[config.mk]
export PLATFORM = sky130hd
export DESIGN_NAME = conv2_sched
export DESIGN_NICKNAME = d
export VERILOG_FILES = /design/src/rtl/conv2_sched.sv
export SDC_FILE = /design/constraint.sdc
export NUM_CORES = 1
export LEC_CHECK = 0
export ABC_AREA = 1
export CORE_AREA = 2 2 49 51
export DETAILED_ROUTE_END_ITERATION = 10
export DIE_AREA = 0 0 51 53
export PLACE_DENSITY = 0.86
export SLEW_MARGIN = 20
export SYNTH_ARGS = -nofsm -noshare
export SYNTH_HDL_FRONTEND = slang
export SYNTH_SLANG_ARGS = --single-unit
[constraint.sdc]
create_clock -name clk -period 2.1 [get_ports clk]
set_input_delay 0.21 -clock clk [delete_from_list [all_inputs] [get_ports clk]]
set_output_delay 0.21 -clock clk [all_outputs]
set_load 0.005 [all_outputs]
[src/rtl/conv2_sched.sv]
// conv2_sched: schedules one shared 75-tap conv2 sum datapath (3 maps x 5x5)
// across NUM_CH output channels.
//
// For each output pixel the block consumes one window from the conv2 window
// buffer. It then issues NUM_CH channel evaluations, steering the weight bank
// through ch_sel. The results are returned to the calc/ReLU/pool stage as a
// tagged strobe, and a pulse marks the end of the frame.
//
// Optional build macro: CONV2_SCHED_PERF_EN adds the stall_cnt and wait_cnt
// performance counters. These count datapath back-pressure cycles and
// window-starvation cycles.
module conv2_sched #(
  parameter int NUM_CH = 3,
  parameter int OUT_W  = 8,
  parameter int OUT_H  = 8,
  localparam int CH_W  = (NUM_CH > 1) ? $clog2(NUM_CH) : 1,
  localparam int ROW_W = (OUT_H  > 1) ? $clog2(OUT_H)  : 1,
  localparam int COL_W = (OUT_W  > 1) ? $clog2(OUT_W)  : 1
) (
  input  logic             clk,
  input  logic             rst_n,
  input  logic             start,
  input  logic             win_valid,
  output logic             win_ack,
  input  logic             out_ready,
  output logic             calc_en,
  output logic [CH_W-1:0]  ch_sel,
  output logic             out_valid,
  output logic [CH_W-1:0]  out_ch,
  output logic [ROW_W-1:0] out_row,
  output logic [COL_W-1:0] out_col,
  output logic             busy,
  output logic             frame_done
`ifdef CONV2_SCHED_PERF_EN
  ,
  output logic [15:0]      stall_cnt,
  output logic [15:0]      wait_cnt
`endif
);

  typedef enum logic [1:0] {
    S_IDLE = 2'd0,
    S_LOAD = 2'd1,
    S_CALC = 2'd2,
    S_DONE = 2'd3
  } state_t;

  localparam logic [CH_W-1:0]  CH_LAST  = CH_W'(NUM_CH - 1);
  localparam logic [ROW_W-1:0] ROW_LAST = ROW_W'(OUT_H - 1);
  localparam logic [COL_W-1:0] COL_LAST = COL_W'(OUT_W - 1);

  state_t           r_state;
  logic [CH_W-1:0]  r_ch;
  logic [ROW_W-1:0] r_row;
  logic [COL_W-1:0] r_col;

  logic             r_out_valid;
  logic [CH_W-1:0]  r_out_ch;
  logic [ROW_W-1:0] r_out_row;
  logic [COL_W-1:0] r_out_col;
  logic             r_frame_done;

  logic w_issue;
  logic w_last_ch;
  logic w_last_pix;
  logic w_start_ok;

  // A start pulse that arrives in the frame_done cycle is dropped. The
  // previous frame is still being reported, so a new frame must wait until
  // the following cycle.
  assign w_start_ok = start && (r_state == S_IDLE) && !r_frame_done;
  assign w_issue    = (r_state == S_CALC) && out_ready;
  assign w_last_ch  = (r_ch == CH_LAST);
  assign w_last_pix = (r_row == ROW_LAST) && (r_col == COL_LAST);

  // Scan FSM: walks the window, channel, column and row for one frame.
  always_ff @(posedge clk or negedge rst_n) begin
    if (!rst_n) begin
      r_state <= S_IDLE;
      r_ch    <= '0;
      r_row   <= '0;
      r_col   <= '0;
    end else begin
      case (r_state)
        S_IDLE: begin
          r_ch  <= '0;
          r_row <= '0;
          r_col <= '0;
          if (w_start_ok) r_state <= S_LOAD;
        end
        S_LOAD: begin
          if (win_valid) begin
            r_ch    <= '0;
            r_state <= S_CALC;
          end
        end
        S_CALC: begin
          if (out_ready) begin
            if (w_last_ch) begin
              r_ch <= '0;
              if (w_last_pix) begin
                r_state <= S_DONE;
              end else begin
                if (r_col == COL_LAST) begin
                  r_col <= '0;
                  r_row <= r_row + ROW_W'(1);
                end else begin
                  r_col <= r_col + COL_W'(1);
                end
                r_state <= S_LOAD;
              end
            end else begin
              r_ch <= r_ch + CH_W'(1);
            end
          end
        end
        S_DONE: begin
          r_ch    <= '0;
          r_row   <= '0;
          r_col   <= '0;
          r_state <= S_IDLE;
        end
        default: r_state <= S_IDLE;
      endcase
    end
  end

  // Result tags follow the datapath's one-cycle register: capture on issue.
  always_ff @(posedge clk or negedge rst_n) begin
    if (!rst_n) begin
      r_out_valid <= 1'b0;
      r_out_ch    <= '0;
      r_out_row   <= '0;
      r_out_col   <= '0;
    end else begin
      r_out_valid <= w_issue;
      if (w_issue) begin
        r_out_ch  <= r_ch;
        r_out_row <= r_row;
        r_out_col <= r_col;
      end
    end
  end

  // Frame-done trails the DONE state by a cycle, so it follows the last result.
  always_ff @(posedge clk or negedge rst_n) begin
    if (!rst_n) r_frame_done <= 1'b0;
    else        r_frame_done <= (r_state == S_DONE);
  end

  assign win_ack    = (r_state == S_LOAD) && win_valid;
  assign calc_en    = (r_state == S_CALC);
  assign ch_sel     = r_ch;
  assign busy       = (r_state != S_IDLE);
  assign out_valid  = r_out_valid;
  assign out_ch     = r_out_ch;
  assign out_row    = r_out_row;
  assign out_col    = r_out_col;
  assign frame_done = r_frame_done;

`ifdef CONV2_SCHED_PERF_EN
  logic [15:0] r_stall_cnt;
  logic [15:0] r_wait_cnt;

  function automatic logic [15:0] sat_inc16(input logic [15:0] v);
    return (v == 16'hFFFF) ? v : v + 16'd1;
  endfunction

  // Count back-pressure and window-starvation cycles; reset on each new frame.
  always_ff @(posedge clk or negedge rst_n) begin
    if (!rst_n) begin
      r_stall_cnt <= '0;
      r_wait_cnt  <= '0;
    end else if (w_start_ok) begin
      r_stall_cnt <= '0;
      r_wait_cnt  <= '0;
    end else begin
      if ((r_state == S_CALC) && !out_ready) r_stall_cnt <= sat_inc16(r_stall_cnt);
      if ((r_state == S_LOAD) && !win_valid) r_wait_cnt  <= sat_inc16(r_wait_cnt);
    end
  end

  assign stall_cnt = r_stall_cnt;
  assign wait_cnt  = r_wait_cnt;
`endif

endmodule

After elaboration in Yosys (flattened, before gate mapping)
Cells that the tools add are included.
{"block": "totals", "out_inout_bits": 15, "wordCells": 58, "regBits": 20, "input_bits": 5}
{"block": "op_classes", "eq_ne": 12, "muxes": 20, "reduce_logical": 14, "n_addsub": 3}
{"cell": "3-bit 2-to-1 mux", "n": 8}
{"cell": "2-bit 2-to-1 mux", "n": 8}
{"cell": "3-bit one-hot mux with 2 select lines", "n": 2}
{"cell": "2-bit inequality test, second input constant", "n": 4}
{"cell": "2-bit one-hot mux with 4 select lines", "n": 1}
{"cell": "4-bit AND reduction", "n": 2}
{"cell": "3-bit by 1-bit adder with 3-bit output, second input constant", "n": 2}
{"cell": "2-bit == test, second input constant", "n": 3}
{"cell": "3-bit == test, second input constant", "n": 2}
{"cell": "2-bit one-hot mux with 3 select lines", "n": 1}
{"cell": "1-bit logical AND", "n": 5}
{"cell": "5-bit AND reduction", "n": 1}
{"cell": "2-bit by 1-bit inequality test with 1-bit output, second input constant", "n": 2}
{"cell": "2-bit nonzero test", "n": 2}
{"cell": "2-bit by 1-bit adder with 2-bit output, second input constant", "n": 1}
{"cell": "2-bit by 1-bit == test with 1-bit output, second input constant", "n": 1}
{"cell": "2-bit zero test", "n": 1}
{"cell": "2-bit AND reduction", "n": 1}
{"cell": "2-bit OR reduction", "n": 1}
{"cell": "1-bit zero test", "n": 1}

Logic depth before layout (Yosys ltp)
Gate-level depths: netlist of run 1.
{"block": "depth", "ltp_word": 6, "depth_mapped": 9, "depth_no_buf": 8}

Worst setup path after synthesis of run 1
No wires, ideal clock.
{"block": "synth_timing", "path_type": "reg2reg", "from": "reg r_state[0]", "to": "reg r_row[0]", "n_path_buf": 1, "required_ns": 1.983, "arrival_time_ns": 1.272, "slack_ns": 0.711, "path_stages_with_launch": 10, "period_less_slack_ns": 1.389, "setup_ns": 0.117, "cell_sequence": "dfrtp_1 -> inv_1 -> ha_1 -> buf_6 -> nand2_4 -> nand2_2 -> nor2_4 -> nand2_2 -> nand2_1 -> nand2_1"}
{"block": "synth_via", "word_cells_on_any_way": 11, "cone_classes": "eq/ne (6); mux (1); reduce/logical (4)"}
{"item": "start: declaration", "line_no": "52", "rtl": "state_t r_state;"}
{"item": "start signal: assignment", "line_no": "79", "rtl": "r_state <= S_IDLE;"}
{"item": "start signal: assignment", "line_no": "89", "rtl": "if (w_start_ok) r_state <= S_LOAD;"}
{"item": "start signal: assignment", "line_no": "94", "rtl": "r_state <= S_CALC;"}
{"item": "2-bit == test (*)"}
{"item": "via calc_en", "line_no": "26", "rtl": "output logic calc_en,"}
{"item": "2-bit by 1-bit inequality test with 1-bit output (no source line) (tied with other cells)"}
{"item": "5-bit AND reduction (no source line)"}
{"item": "end signal: assignment", "line_no": "106", "rtl": "r_row <= r_row + ROW_W'(1);"}
{"item": "end: declaration", "line_no": "54", "rtl": "logic [ROW_W-1:0] r_row;"}
The timed path passes the listed nets; every way through them passes the cells marked *.
A chain may end at the register's enable or synchronous reset.

Worst setup path after layout of run 1
{"block": "layout_timing", "from": "reg r_state[0]", "to": "out calc_en"}
{"block": "layout_via", "elab_chain_cells": 1}
{"item": "2-bit == test", "line_no": "152", "rtl": "assign calc_en = (r_state == S_CALC);"}
{"item": "end: declaration", "line_no": "26"}
Every way passes these cells.

==> results.cfg, run 1 <==
[route]
dr.pass1.iters = 4
drc = 0
drt_first_iter_violations = 11
ant_nets = 0
via_per_inst = 4.71
avgRoutedWirePerCell_um = 10.3
drt_wl_total_um = 1900
vias = 867

[clock_tree]
cts_hold_buf = 0
post-cts-setup-buffers = 0
cts_root_buffer = clkbuf_4
clkTransAtPathRegs_ns = 0.11
h-tree-depth = 1
cts_tree = built
cts_buffer_depth = 2
cts_sinks = 20
cts_buffers = 3
cts-resized-gates = 0
clock_latency_ns = 0.29

[critical_path]
startpoint = r_state[0]
cp-start-kind = flop
cp.required_ns = 1.89
cp_max_fo = 7
r2r-start = r_state[0]
critPathCapture = calc_en
cp_data_arrival_time_ns = 1.78
reg2regPathDepth = 6
reg2reg_to = out_col[0]
critPathCaptureType = output pin
crit_type = reg2out
r2r_setup_slack_ns = 0.43

[die]
core_area_um2 = 2150
initial_core_util_pct = 51.0
io_pins = 20
die_h_um = 53
core.rowCount = 17
die_area_um2 = 2700
die-width_um = 51

[place]
dp_hpwl_um = 1490
gp_congestion = 0.864
portBuffers = 19
pre_cts_slack_ns = 0.430

[flow_run]
drv_cap = 0

[logic_synthesis]
ys_seq_area_share_pct = 45.7
syn_area_per_cell_um2 = 8.17
synth_seq_cells = 20
synth_warnings = 0
syn-cell-area_um2 = 1090
yosysUniqueCellTypes = 20
synth_nets = 149
syn_inst = 134

[hold_path]
hold_class = in2async

[grt]
grt_usage_pct = 16.2
antenna_found_initial = 0
grt_max_degree = 21
overflow = 0
grt_pass1_wl_um = 3270
first_global_vias = 800

[cells_and_area]
diodes = 0
final_nets = 173
area_delta_synth_final_pct = 22.5
drive_gt1_share_pct = 11.5

[power]
power.density_nw_per_um2 = 1350
irDropWorstVdd_v = 0.000810
leakagePower_nw = 0.742

[timing]
fmax_ghz = 0.503
worstMarginPinSlew_ns = 0.339
relSlewSlack_pct = 77.4
skew_ns = 0.00280
report.final.hold_viol_count = 0
rsz0062_at_grt = no
period_share_pct = 94.7
setup_viol = 0
slew_viol_final = 0
setup_slack_ns = 0.112
finalCriticalPeriod_ns = 1.99
tns_ns = 0

[outcome]
status = finished clean
per-stage QoR:
step,hold WS (ns),instance area [um2],std cells,utilization [%],power (mW)
3_3_place_gp,0.461,1320,181,61.4,1.59
5_1_grt,0.267,1340,184,62.4,1.98
4_1_cts,0.251,1340,184,62.4,1.83
2_1_floorplan,-0.0856,1090,134,-,1.27
6_report,0.243,1340,184,62.4,1.81
3_5_place_dp,0.464,1320,181,61.4,1.64
worst min path at each step:
stage	start	end	slack, ns	cells past startpoint
final	rst_n	out_ch[0]	0.24	2
after global routing	rst_n	ch_sel[0]	0.27	2
after CTS	rst_n	ch_sel[0]	0.25	2
after detailed placement	out_row[2]	out_row[2]	0.46	2
after global placement	out_row[2]	out_row[2]	0.46	2
after floorplan	rst_n	ch_sel[0]	-0.09	0
placed cells by master (no fill, tap or decap):
| cell | netlist | layout |
|---|---|---|
| nand2_1 | 57 | 57 |
| dfrtp_1 | 20 | 20 |
| clkdlybuf4s50_1 | 0 | 19 |
| inv_1 | 15 | 15 |
| ha_1 | 10 | 10 |
| nand2_2 | 5 | 5 |
| nand3_1 | 5 | 5 |
| o21ai_1 | 3 | 3 |
| nor2_1 | 3 | 3 |
| o21ai_0 | 3 | 3 |
| clkbuf_4 | 0 | 3 |
| nor2_4 | 2 | 2 |
| nand3b_1 | 2 | 2 |
| buf_4 | 0 | 2 |
| inv_4 | 1 | 1 |
| nand2_4 | 1 | 1 |
| inv_2 | 1 | 1 |
| nor3_1 | 1 | 1 |
| a21oi_2 | 1 | 1 |
| nor2_2 | 1 | 1 |
| or2_2 | 1 | 1 |
report_power, final:
part	internal, mW	total, mW	switching [mW]	leakage (nW)
Clock	0.0667	0.178	0.112	0.0138
Combinational	0.459	0.973	0.513	0.461
Sequential	0.537	0.656	0.119	0.267
kinds of logic after synthesis:
family                   share of synthesized area [%]
AO/OA/AOI/OAI                                     3.54
adder cells (fa/ha/maj)                           11.4
buffers and inverters                             7.54
flip-flops                                        45.7
AND/OR/NAND/NOR                                   31.8
cells in the mapped netlist:
cell type   n  area, um2
nor2_2      1       6.26
o21ai_1     3       15.0
nor2_4      2       22.5
buf_6       1       11.3
nand2_4     1       11.3
nand3_1     5       25.0
dfrtp_1    20        500
inv_2       1       3.75
nor3_1      1       5.00
buf_2       1       5.00
inv_1      15       56.3
or2_2       1       6.26
nand3b_1    2       15.0
nor2_1      3       11.3
o21ai_0     3       15.0
ha_1       10        125
a21oi_2     1       8.76
inv_4       1       6.26
nand2_2     5       31.3
nand2_1    57        214
final cells by class:
| class | instances | area [um2] |
|---|---|---|
| clock buffers | 3 | 22.5 |
| fillers | 180 | 807 |
| inverters | 17 | 66.3 |
| multi-input cells | 95 | 512 |
| flip-flops and latches | 20 | 500 |
| well taps | 28 | 35.0 |
| repair buffers | 21 | 205 |
sequential cells by signal, indices dropped and copies added, names as in the netlist:
register    cells
ch_sel          2
frame_done      1
out_ch          2
out_col         3
out_row         3
out_valid       1
r_col           3
r_row           3
r_state         2
critical path, cell delays in order, from the launching register on:
cell             delay (ns)
dfrtp_1                0.46
inv_1                  0.13
ha_1                   0.34
clkdlybuf4s50_1        0.56
layer usage:
layer / routed length, um / share of wire (%) / vias up / GRT usage (%)
li1: - / - / 451 / -
met1: 876 / 46 / 396 / 20.1
met2: 933 / 49 / 15 / 28.4
met3: 47 / 2.5 / 5 / 1.13
met4: 40 / 2.1 / 0 / 8.11
met5: 0 / 0 / - / 0
Power figures use the tool's default switching activity.
==> run 2: changes to the inputs <==
- HOLD_SLACK_MARGIN: unset -> 0.15
==> results of run 2 <==
No change in the layout: final DEF, timing and power equal those of run 1.
